<file path="config.mk">
export PLATFORM = sky130hd
export DESIGN_NAME = lc3_writeback
export DESIGN_NICKNAME = d
export VERILOG_FILES = /design/src/rtl/lc3_writeback.sv
export SDC_FILE = /design/constraint.sdc
export NUM_CORES = 1
export LEC_CHECK = 0
export ABC_AREA = 1
export CELL_PAD_IN_SITES_DETAIL_PLACEMENT = 0
export CELL_PAD_IN_SITES_GLOBAL_PLACEMENT = 1
export CORE_UTILIZATION = 46
export CTS_BUF_LIST = sky130_fd_sc_hd__clkbuf_4 sky130_fd_sc_hd__clkbuf_8
export CTS_CLUSTER_SIZE = 40
export DETAILED_ROUTE_END_ITERATION = 10
export PLACE_DENSITY = 0.95
export SYNTH_ARGS = -nofsm -noshare
export SYNTH_HDL_FRONTEND = slang
export SYNTH_SLANG_ARGS = --single-unit
export TNS_END_PERCENT = 1
</file>
<file path="constraint.sdc">
create_clock -name clock -period 3.1 [get_ports clock]
set_clock_uncertainty 0.15 [all_clocks]
set_input_delay 0.31 -clock clock [delete_from_list [all_inputs] [get_ports clock]]
set_output_delay 0.31 -clock clock [all_outputs]
set_load 0.1 [all_outputs]
</file>
<file path="src/rtl/lc3_writeback.sv">
// LC-3 writeback stage: picks the result (ALU, memory or PC), writes it into
// the register file, updates the NZP condition codes, and serves the two
// combinational register read ports used by decode/execute.
module lc3_writeback #(
  parameter int DATA_W   = 16,
  parameter int NUM_REGS = 8,
  parameter bit BYPASS   = 1'b1,
  localparam int IDX_W   = $clog2(NUM_REGS)
) (
  input  logic              clock,
  input  logic              reset,
  input  logic              enable_writeback,
  input  logic [1:0]        W_Control_out,
  input  logic [DATA_W-1:0] aluout,
  input  logic [DATA_W-1:0] pcout,
  input  logic [DATA_W-1:0] memout,
  input  logic [IDX_W-1:0]  dr,
  input  logic [IDX_W-1:0]  sr1,
  input  logic [IDX_W-1:0]  sr2,
  output logic [DATA_W-1:0] VSR1,
  output logic [DATA_W-1:0] VSR2,
  output logic [2:0]        psr,
  output logic              wb_illegal
);

  localparam logic [1:0] SEL_ALU = 2'b00;
  localparam logic [1:0] SEL_MEM = 2'b01;
  localparam logic [1:0] SEL_PC  = 2'b10;
  localparam logic [1:0] SEL_ILL = 2'b11;

  localparam logic [2:0] CC_N = 3'b100;
  localparam logic [2:0] CC_Z = 3'b010;
  localparam logic [2:0] CC_P = 3'b001;

  logic [DATA_W-1:0] regs_q [NUM_REGS];
  logic [DATA_W-1:0] regs_d [NUM_REGS];
  logic [2:0]        psr_q, psr_d;
  logic              ill_q, ill_d;

  logic signed [DATA_W-1:0] wdata;
  logic                     wr_legal;
  logic                     wr_illegal;

  // NZP from the sign and zero-ness of the value being written
  function automatic logic [2:0] cond_codes(input logic signed [DATA_W-1:0] v);
    if (v < 0)
      return CC_N;
    else if (v == '0)
      return CC_Z;
    else
      return CC_P;
  endfunction

  // Result mux; the illegal code selects zero so nothing undefined can leak.
  always_comb begin
    wdata = '0;
    case (W_Control_out)
      SEL_ALU: wdata = aluout;
      SEL_MEM: wdata = memout;
      SEL_PC:  wdata = pcout;
      default: wdata = '0;
    endcase
  end

  // A write is only real while reset is released, so an asserted reset also
  // suppresses the bypass path and the read ports show the cleared file.
  assign wr_legal   = reset && enable_writeback && (W_Control_out != SEL_ILL);
  assign wr_illegal = enable_writeback && (W_Control_out == SEL_ILL);

  // Next-state for the register file, condition codes and illegal pulse
  always_comb begin
    for (int i = 0; i < NUM_REGS; i++) regs_d[i] = regs_q[i];
    psr_d = psr_q;
    ill_d = wr_illegal;
    if (wr_legal) begin
      regs_d[dr] = wdata;
      psr_d      = cond_codes(wdata);
    end
  end

  // State update; reset clears everything and wins over any concurrent write
  always_ff @(posedge clock or negedge reset) begin
    if (!reset) begin
      for (int i = 0; i < NUM_REGS; i++) regs_q[i] <= '0;
      psr_q <= CC_Z;
      ill_q <= 1'b0;
    end else begin
      for (int i = 0; i < NUM_REGS; i++) regs_q[i] <= regs_d[i];
      psr_q <= psr_d;
      ill_q <= ill_d;
    end
  end

  // Read port 1, optionally forwarding a same-cycle write to the same index
  always_comb begin
    VSR1 = regs_q[sr1];
    if (BYPASS && wr_legal && (dr == sr1)) VSR1 = wdata;
  end

  // Read port 2, same forwarding rule as port 1
  always_comb begin
    VSR2 = regs_q[sr2];
    if (BYPASS && wr_legal && (dr == sr2)) VSR2 = wdata;
  end

  assign psr        = psr_q;
  assign wb_illegal = ill_q;

endmodule
</file>
# --- Yosys cells after proc, flatten, opt, wreduce, memory -nomap -nowiden ---
# Cells that the tools add are included.
op_classes:
  muxes: 14
  reduce_logical: 8
  eq_ne: 6
  bitwise: 3
  magnitude_cmp: 5
op_table:
  columns: ["operator", "n"]
  rows:
  - ["$bwmux W128", 1]
  - ["$mux W16", 7]
  - ["$bmux W16 S3", 2]
  - ["$demux W16 S3", 1]
  - ["$pmux W16 S3", 1]
  - ["$logic_not A16 Y1", 1]
  - ["$lt A16 B1 Y1 const B", 1]
  - ["$ge A4 B4 Y1 const B", 3]
  - ["$not A3 Y4", 3]
  - ["$eq A3 B3 Y1", 2]
  - ["$logic_and A1 B1 Y1", 6]
  - ["$eq A2 B2 Y1 const B", 2]
  - ["$lt A4 B1 Y1 const B", 1]
  - ["$mux W3", 1]
  - ["$eq A2 B1 Y1 const B", 1]
  - ["$logic_not A2 Y1", 1]
  - ["$mux W2", 1]
  - ["$ne A2 B2 Y1 const B", 1]
totals:
  register_bits: 132
  output_inout_bits: 36

# --- Longest topological paths before layout ---
# Gate-level depths: netlist of the first run.
logic_depth:
  ltp_word: 6
  depth_mapped: 11
  depth_no_buf: 9

# --- Worst setup path before layout of the first run ---
# No wires, ideal clock.
synth_timing:
  kind: "input -> output"
  from: "in sr2[1]"
  to: "out VSR2[0]"
  t_arrival_ns: 3.153
  required_ns: 2.640
  path_buffers: 2
  path_slack_ns: -0.513
  cell_stages: 6
  cell_sequence: "buf_2 clkbuf_1 o21ai_0 o21ai_0 o21ai_0 o21ai_0"
synth_between:
  elab_chain_cells: 5
  elab_cells_between_ends: 7
  classes_between: "1 x eq/ne; 4 x mux; 1 x bitwise; 1 x reduce/logical"
synth_lines:
  columns: ["item", "line", "source"]
  rows:
  - ["from (decl)", "19", "input logic [IDX_W-1:0] sr2,"]
  - ["$not A3 Y4 (not written as such)", "102", "VSR2 = regs_q[sr2];"]
  - ["$bmux W16 S3", "102", null]
  - ["$mux W16 (not written as such) (2 in series)", "102", null]
  - ["$mux W16 *", "103", "if (BYPASS && wr_legal && (dr == sr2)) VSR2 = wdata;"]
  - ["to (decl)", "21", "output logic [DATA_W-1:0] VSR2,"]
# Every way passes the cells marked *; elsewhere a longest branch is shown, timed or not. The select of a mux whose other input is x is not followed.

# --- Worst setup path in the final report of the first run ---
layout_timing:
  from: "in W_Control_out[0]"
  to: "out VSR2[9]"
layout_between:
  elab_chain_cells: 4
  elab_cells_between_ends: 8
  classes_between: "3 x eq/ne; 2 x mux; 3 x reduce/logical"
layout_lines:
  columns: ["item", "line", "source"]
  rows:
  - ["from (decl)", "13", "input logic [1:0] W_Control_out,"]
  - ["branches (longest 3 deep; another with $pmux W16 S3)", null, null]
  - ["$mux W16 *", "103", null]
# Every way passes the cells marked *.

==> results.yml, run 1 <==
worst_setup_path:
  crit_path_start: "W_Control_out[0]"
  critPathMaxStageDelay_ns: 0.56
  cp-end-kind: "output port"
  crit_path_cell_trace: "clkdlybuf4s50_1 > buf_4 > nor2_4 > nand2_1 > nand3_1 > inv_1 > o21ai_0 > buf_12"
  worstSetupPathType: "in -> out"
  arrival_ns: 2.49
  path_max_fanout: 16
  cp_top_family: "buffers and inverters"
  r2r-start: "regs_q[12]"
  path_buf_inv: 4
  cp_slowest_cell: "clkdlybuf4s50_1"
  worstPathRequired_ns: 2.64
  cp-start-kind: "primary input"
cells_and_area:
  layout-drive-gt1-share: 0.168
  mostFrequentLayoutCells: "219 x o21ai_0, 152 x nand2_1, 131 x dfrtp_1"
  final_common_cell: "o21ai_0"
  fin_nets: 1195
  antenna_cells: 0
  syn2layout_area_growth_pct: 23.8
  layout.cells.non_filler: 1371
clock_tree:
  clkTransAtPathRegs_ns: 0.09
  tritoncts.num_buffers: 17
  cts_tree: "done"
  clockRootBuffer: "clkbuf_8"
  insertion_delay_ns: 0.46
  clock_path_buffers: 2
  h-tree-depth: 4
  clock_sinks: 132
die:
  die_w_um: 135
  die_area_um2: 18400
  io_pins: 98
  initial_core_util: 0.472
  std_cell_rows: 48
  die-height_um: 135
  core_area_um2: 17400
detailed_routing:
  dr.pass1.iters: 6
  drc: 0
  ant_nets: 0
  num_vias: 7914
  drt-total-wl_mm: 26.2
  drt-initial-drc-count: 811
  vias_per_cell: 5.77
  routedWlPerCell_um: 19.1
global_routing:
  grt_pass1_wl_mm: 41.4
  grt_antenna_before_repair: 0
  grt_pass1_vias: 7546
  overflow: 0
  grt_use_total: 0.301
  grt_max_degree: 74
timing:
  fmax_mhz: 339
  slew_headroom: 0.352
  setup_tns_ns: 0
  hold_violations: 0
  setup_viol: 0
  timing.final.crit_period_ns: 2.95
  setup_ws_ns: 0.152
  rsz0062_at_grt: "false"
  worst_slew_pin_slew_ns: 0.972
  min_period_over_period: 0.951
  report.final.slew_viol_count: 0
placed_design:
  portBuffers: 97
  placed_cells: 1338
  hpwl_mm: 17.4
  finalWeightedCongestion: 0.863
  post-place-ws_ns: 0.125
synthesis:
  synth_fp_nets: 1116
  yosysWarnings: 0
  ys_types: 30
  netlist_instances: 1054
  synth_seq_cells: 132
  ys_seq_area_frac: 0.403
  syn_area_um2: 8200
  avgSynthCellArea_um2: 7.78
pwr:
  ir_worst_vdd_v: 0.000503
  pwr_density_cell_nw_per_um2: 623
  leakagePower_nw: 4.52
  total_power_mw: 6.33
worst_hold_path:
  hold_class: "in -> reg"
  min-delay-start: "enable_writeback"
outcome:
  status: "completed"
run:
  drv_cap: 0
[area by class of cell]
cell class | instances | area (um^2)
multi-input combinational | 751 | 4070
timing repair buffer | 151 | 1720
sequential | 132 | 3300
clock buffer | 22 | 284
fill | 1545 | 7210
clock inverter | 10 | 178
inverter | 80 | 309
tap | 225 | 282
[cells in the mapped netlist (all sizes together)]
library cell,number,share of area
dfstp,1,0.0032
clkinv,1,0.00046
nand2,155,0.076
mux2,48,0.082
xor2,2,0.0021
buf,59,0.048
a31oi,2,0.0015
clkbuf,32,0.015
o211ai,6,0.0055
o22ai,2,0.0015
dfrtp,131,0.40
inv,79,0.037
nor2,75,0.045
a21oi,126,0.077
nand3,107,0.067
o21ai,228,0.14
[timing repair]
item | 4_1_cts | 5_1_grt
setup endpoints to repair | 0 | 5
hold buffers | 1 | 0
buffers inserted | 0 | 0
hold endpoints to repair | 58 | 0
resized for setup | 0 | 2
[cell families (layout without fill, tap and decap cells)]
family                 Yosys count  after routing  synth area share
buffers and inverters          171            263             0.100
multiplexers                    48             48            0.0824
XOR/XNOR                         2              2           0.00214
AO/OA/AOI/OAI                  364            364             0.225
flip-flops                     132            132             0.403
AND/OR/NAND/NOR                337            337             0.187
[worst min-delay path, cell delays in order]
cell	delay [ns]
clkdlybuf4s50_1	0.46
inv_1	0.07
nor2_1	0.04
[sequential cells by signal, summed over array words and instances (netlist names)]
register / flops
regs_q: 128
wb_illegal: 1
psr: 3
[path summary, 6_finish.rpt]
path	to	slack (ns)	cells past startpoint
setup / recovery	VSR2[9]	0.15	8
hold / removal	wb_illegal	0.29	3
setup reg to reg	regs_q[12]	2.15	1
hold reg to reg	psr[1]	0.34	2
max in group asynchronous	regs_q[36]	1.62	3
min in group asynchronous	regs_q[44]	0.47	3
[where the power goes]
group | switching [mW] | leakage [nW] | internal, mW | total (mW)
combinational | 1.38 | 2.65 | 0.844 | 2.23
clock | 0.716 | 0.237 | 1.02 | 1.74
sequential | 0.227 | 1.63 | 2.13 | 2.36
total | 2.33 | 4.52 | 4.00 | 6.33
[per-layer routing]
layer,vias to the layer above,wire length (um),share of wire,track usage
met5,-,0,0,0
met4,0,862,0.033,0.123
met3,58,2210,0.084,0.0696
met2,388,12300,0.47,0.486
met1,3754,10800,0.41,0.388
li1,3714,-,-,-
[stage by stage]
step                      cell area (um^2)   util  hold WS, ns
after global placement                9670  0.557        0.325
after floorplan                       8200      -       -0.136
after detailed placement              9670  0.557        0.331
final                                10100  0.585        0.294
after CTS                            10100  0.584        0.282
after global routing                 10100  0.585        0.301
Power figures use the tool's default switching activity.
==> inputs of run 2 (changes only) <==
--- a/config.mk
+++ b/config.mk
@@ -10,8 +10,10 @@
 export CELL_PAD_IN_SITES_GLOBAL_PLACEMENT = 1
 export CORE_UTILIZATION = 46
 export CTS_BUF_LIST = sky130_fd_sc_hd__clkbuf_4 sky130_fd_sc_hd__clkbuf_8
+export CTS_CLUSTER_DIAMETER = 50
 export CTS_CLUSTER_SIZE = 40
 export DETAILED_ROUTE_END_ITERATION = 10
+export HOLD_SLACK_MARGIN = 0.12
 export PLACE_DENSITY = 0.95
 export SYNTH_ARGS = -nofsm -noshare
 export SYNTH_HDL_FRONTEND = slang
==> results of run 2 <==
Final layout, timing and power as in run 1 (identical DEF).
==> inputs of run 3 (changes only) <==
--- a/config.mk
+++ b/config.mk
@@ -10,11 +10,13 @@
 export CELL_PAD_IN_SITES_GLOBAL_PLACEMENT = 1
 export CORE_UTILIZATION = 46
 export CTS_BUF_LIST = sky130_fd_sc_hd__clkbuf_4 sky130_fd_sc_hd__clkbuf_8
-export CTS_CLUSTER_DIAMETER = 50
+export CTS_CLUSTER_DIAMETER = 80
 export CTS_CLUSTER_SIZE = 40
 export DETAILED_ROUTE_END_ITERATION = 10
 export HOLD_SLACK_MARGIN = 0.12
 export PLACE_DENSITY = 0.95
+export SETUP_SLACK_MARGIN = 0.3
+export SLEW_MARGIN = 10
 export SYNTH_ARGS = -nofsm -noshare
 export SYNTH_HDL_FRONTEND = slang
 export SYNTH_SLANG_ARGS = --single-unit
==> run 3 against run 2 <==
Net effect:
- setup slack gained 0.17 ns
- global-route usage shrank 0.44 points
- combinational power is essentially flat
- via count grew 0.18%
- utilization grew 0.38 points
- critical path depth shrank 1
==> results.yml, run 3 (synthesized netlist as in run 1, its figures left out) <==
die:
  core_area_um2: 17400
  std_cell_rows: 48
  die_w_um: 135
  initial_core_util: 0.472
  die_area_um2: 18400
  io_pins: 98
  die-height_um: 135
cells_and_area:
  mostFrequentLayoutCells: "210 x o21ai_0, 152 x nand2_1, 131 x dfrtp_1"
  layout-drive-gt1-share: 0.174
  fin_util: 0.588
  syn2layout_area_growth_pct: 24.6
  final_common_cell: "o21ai_0"
  largest_register_ffs: 128
  nFillCells: 1519
  fin_nets: 1196
  top_register: "regs_q"
  antenna_cells: 0
placed_design:
  hpwl_mm: 16.9
  portBuffers: 97
  post-place-ws_ns: 0.353
  finalWeightedCongestion: 0.874
outcome:
  status: "completed"
worst_setup_path:
  worstPathRequired_ns: 2.64
  arrival_ns: 2.32
  path_max_fanout: 18
  r2r_slack_ns: 2.15
  timing.rr.end: "regs_q[76]"
  worstSetupPathType: "in -> out"
  cp-start-kind: "primary input"
  rr_worst_depth: 1
  r2r-start: "regs_q[76]"
  cp-end-kind: "output port"
detailed_routing:
  dr_wl_met2_mm: 11.8
  dr.pass1.iters: 5
  wl_met3_mm: 2.12
  drt-initial-drc-count: 856
  vias_per_cell: 5.78
  highest_layer: "met4"
  num_vias: 7928
  wl_met1_mm: 10.8
  drc: 0
  routedWlPerCell_um: 18.8
  drt-total-wl_mm: 25.9
  ant_nets: 0
clock_tree:
  h-tree-depth: 4
  clockRootBuffer: "clkbuf_8"
  cts_tree: "done"
  clkTransAtPathRegs_ns: 0.08
  clock_sinks: 132
  tritoncts.num_buffers: 17
  clock_path_buffers: 2
  insertion_delay_ns: 0.45
timing:
  fmax_mhz: 360
  setup_viol: 0
  hold_violations: 0
  timing.final.crit_period_ns: 2.78
  slew_headroom: 0.458
  rsz0062_at_grt: "true"
  min_period_over_period: 0.897
  setup_ws_ns: 0.319
  worst_slew_pin_slew_ns: 0.813
  report.final.slew_viol_count: 0
pwr:
  pwr_density_cell_nw_per_um2: 612
  p_seq_frac: 0.378
  swShare: 0.375
  leakagePower_nw: 4.52
  power_frac_clock: 0.262
  p_switching_mw: 2.34
  ir_worst_vdd_v: 0.000403
  pwr-share-comb: 0.360
  power.internal_mw: 3.91
run:
  drv_cap: 0
global_routing:
  grt_pass1_vias: 7604
  grt_antenna_before_repair: 0
  grt_pass1_wl_mm: 41.0
  grt_max_degree: 133
  grt_use_total: 0.296
  overflow: 0
worst_hold_path:
  min-delay-start: "enable_writeback"
  hold_class: "in -> reg"
  hold_end: "wb_illegal"
  hold-path-cell-count: 3
==> run 3: cell type report <==
cell class / instances / area, um^2 / area share
multi-input cells: 751 / 4100 / 0.401
flip-flops and latches: 132 / 3300 / 0.324
repair buffers: 152 / 1780 / 0.174
inverters: 80 / 309 / 0.0303
well taps: 225 / 282 / 0.0276
clock buffers: 20 / 263 / 0.0257
clock inverters: 12 / 180 / 0.0176
==> run 3: routing by layer <==
layer | global-route usage | up-vias
li1 | - | 3718
met1 | 0.396 | 3743
met2 | 0.459 | 383
met3 | 0.0584 | 84
met4 | 0.145 | 0
met5 | 0 | -
==> run 3: stage by stage <==
stage	power [mW]	cells	area (um^2)	hold slack [ns]	TNS, ns
after floorplan	3.82	1054	8200	-0.136	-0.0753
after global placement	4.56	1338	9710	0.317	0
after detailed placement	4.60	1338	9710	0.314	0
after CTS	6.25	1371	10200	0.292	0
after global routing	6.56	1372	10200	0.311	0
final	6.25	1372	10200	0.315	0
==> run 3: critical path, stage by stage <==
cell             delay, ns
clkdlybuf4s50_1       0.61
buf_4                 0.30
o21ai_0               0.11
o21ai_0               0.32
o21ai_0               0.14
o21ai_1               0.30
buf_12                0.22
==> run 3: repair_timing <==
action | 4_1_cts | 5_1_grt
endpoints found under the setup margin | 0 | 22
hold buffers | 1 | 0
hold endpoints to repair | 133 | 0
buffers inserted | 0 | 1
gates resized for setup | 0 | 6
==> run 3: how the worst max path moves through the flow <==
stage                                 from  cells past startpoint        to
after floorplan                     sr2[0]                      7  VSR2[12]
after global placement    W_Control_out[1]                      8   VSR1[8]
after detailed placement  W_Control_out[1]                      8   VSR2[7]
after CTS                 W_Control_out[1]                      8   VSR2[7]
after global routing      W_Control_out[0]                      8  VSR1[14]
final                               sr1[1]                      7  VSR1[14]
==> run 3: power groups by stage <==
stage	sequential (mW)	combinational, mW	clock (mW)
after floorplan	2.35	1.47	0
after global placement	2.37	2.19	0
after detailed placement	2.38	2.22	0
after CTS	2.35	2.23	1.67
after global routing	2.41	2.42	1.73
final	2.36	2.25	1.64
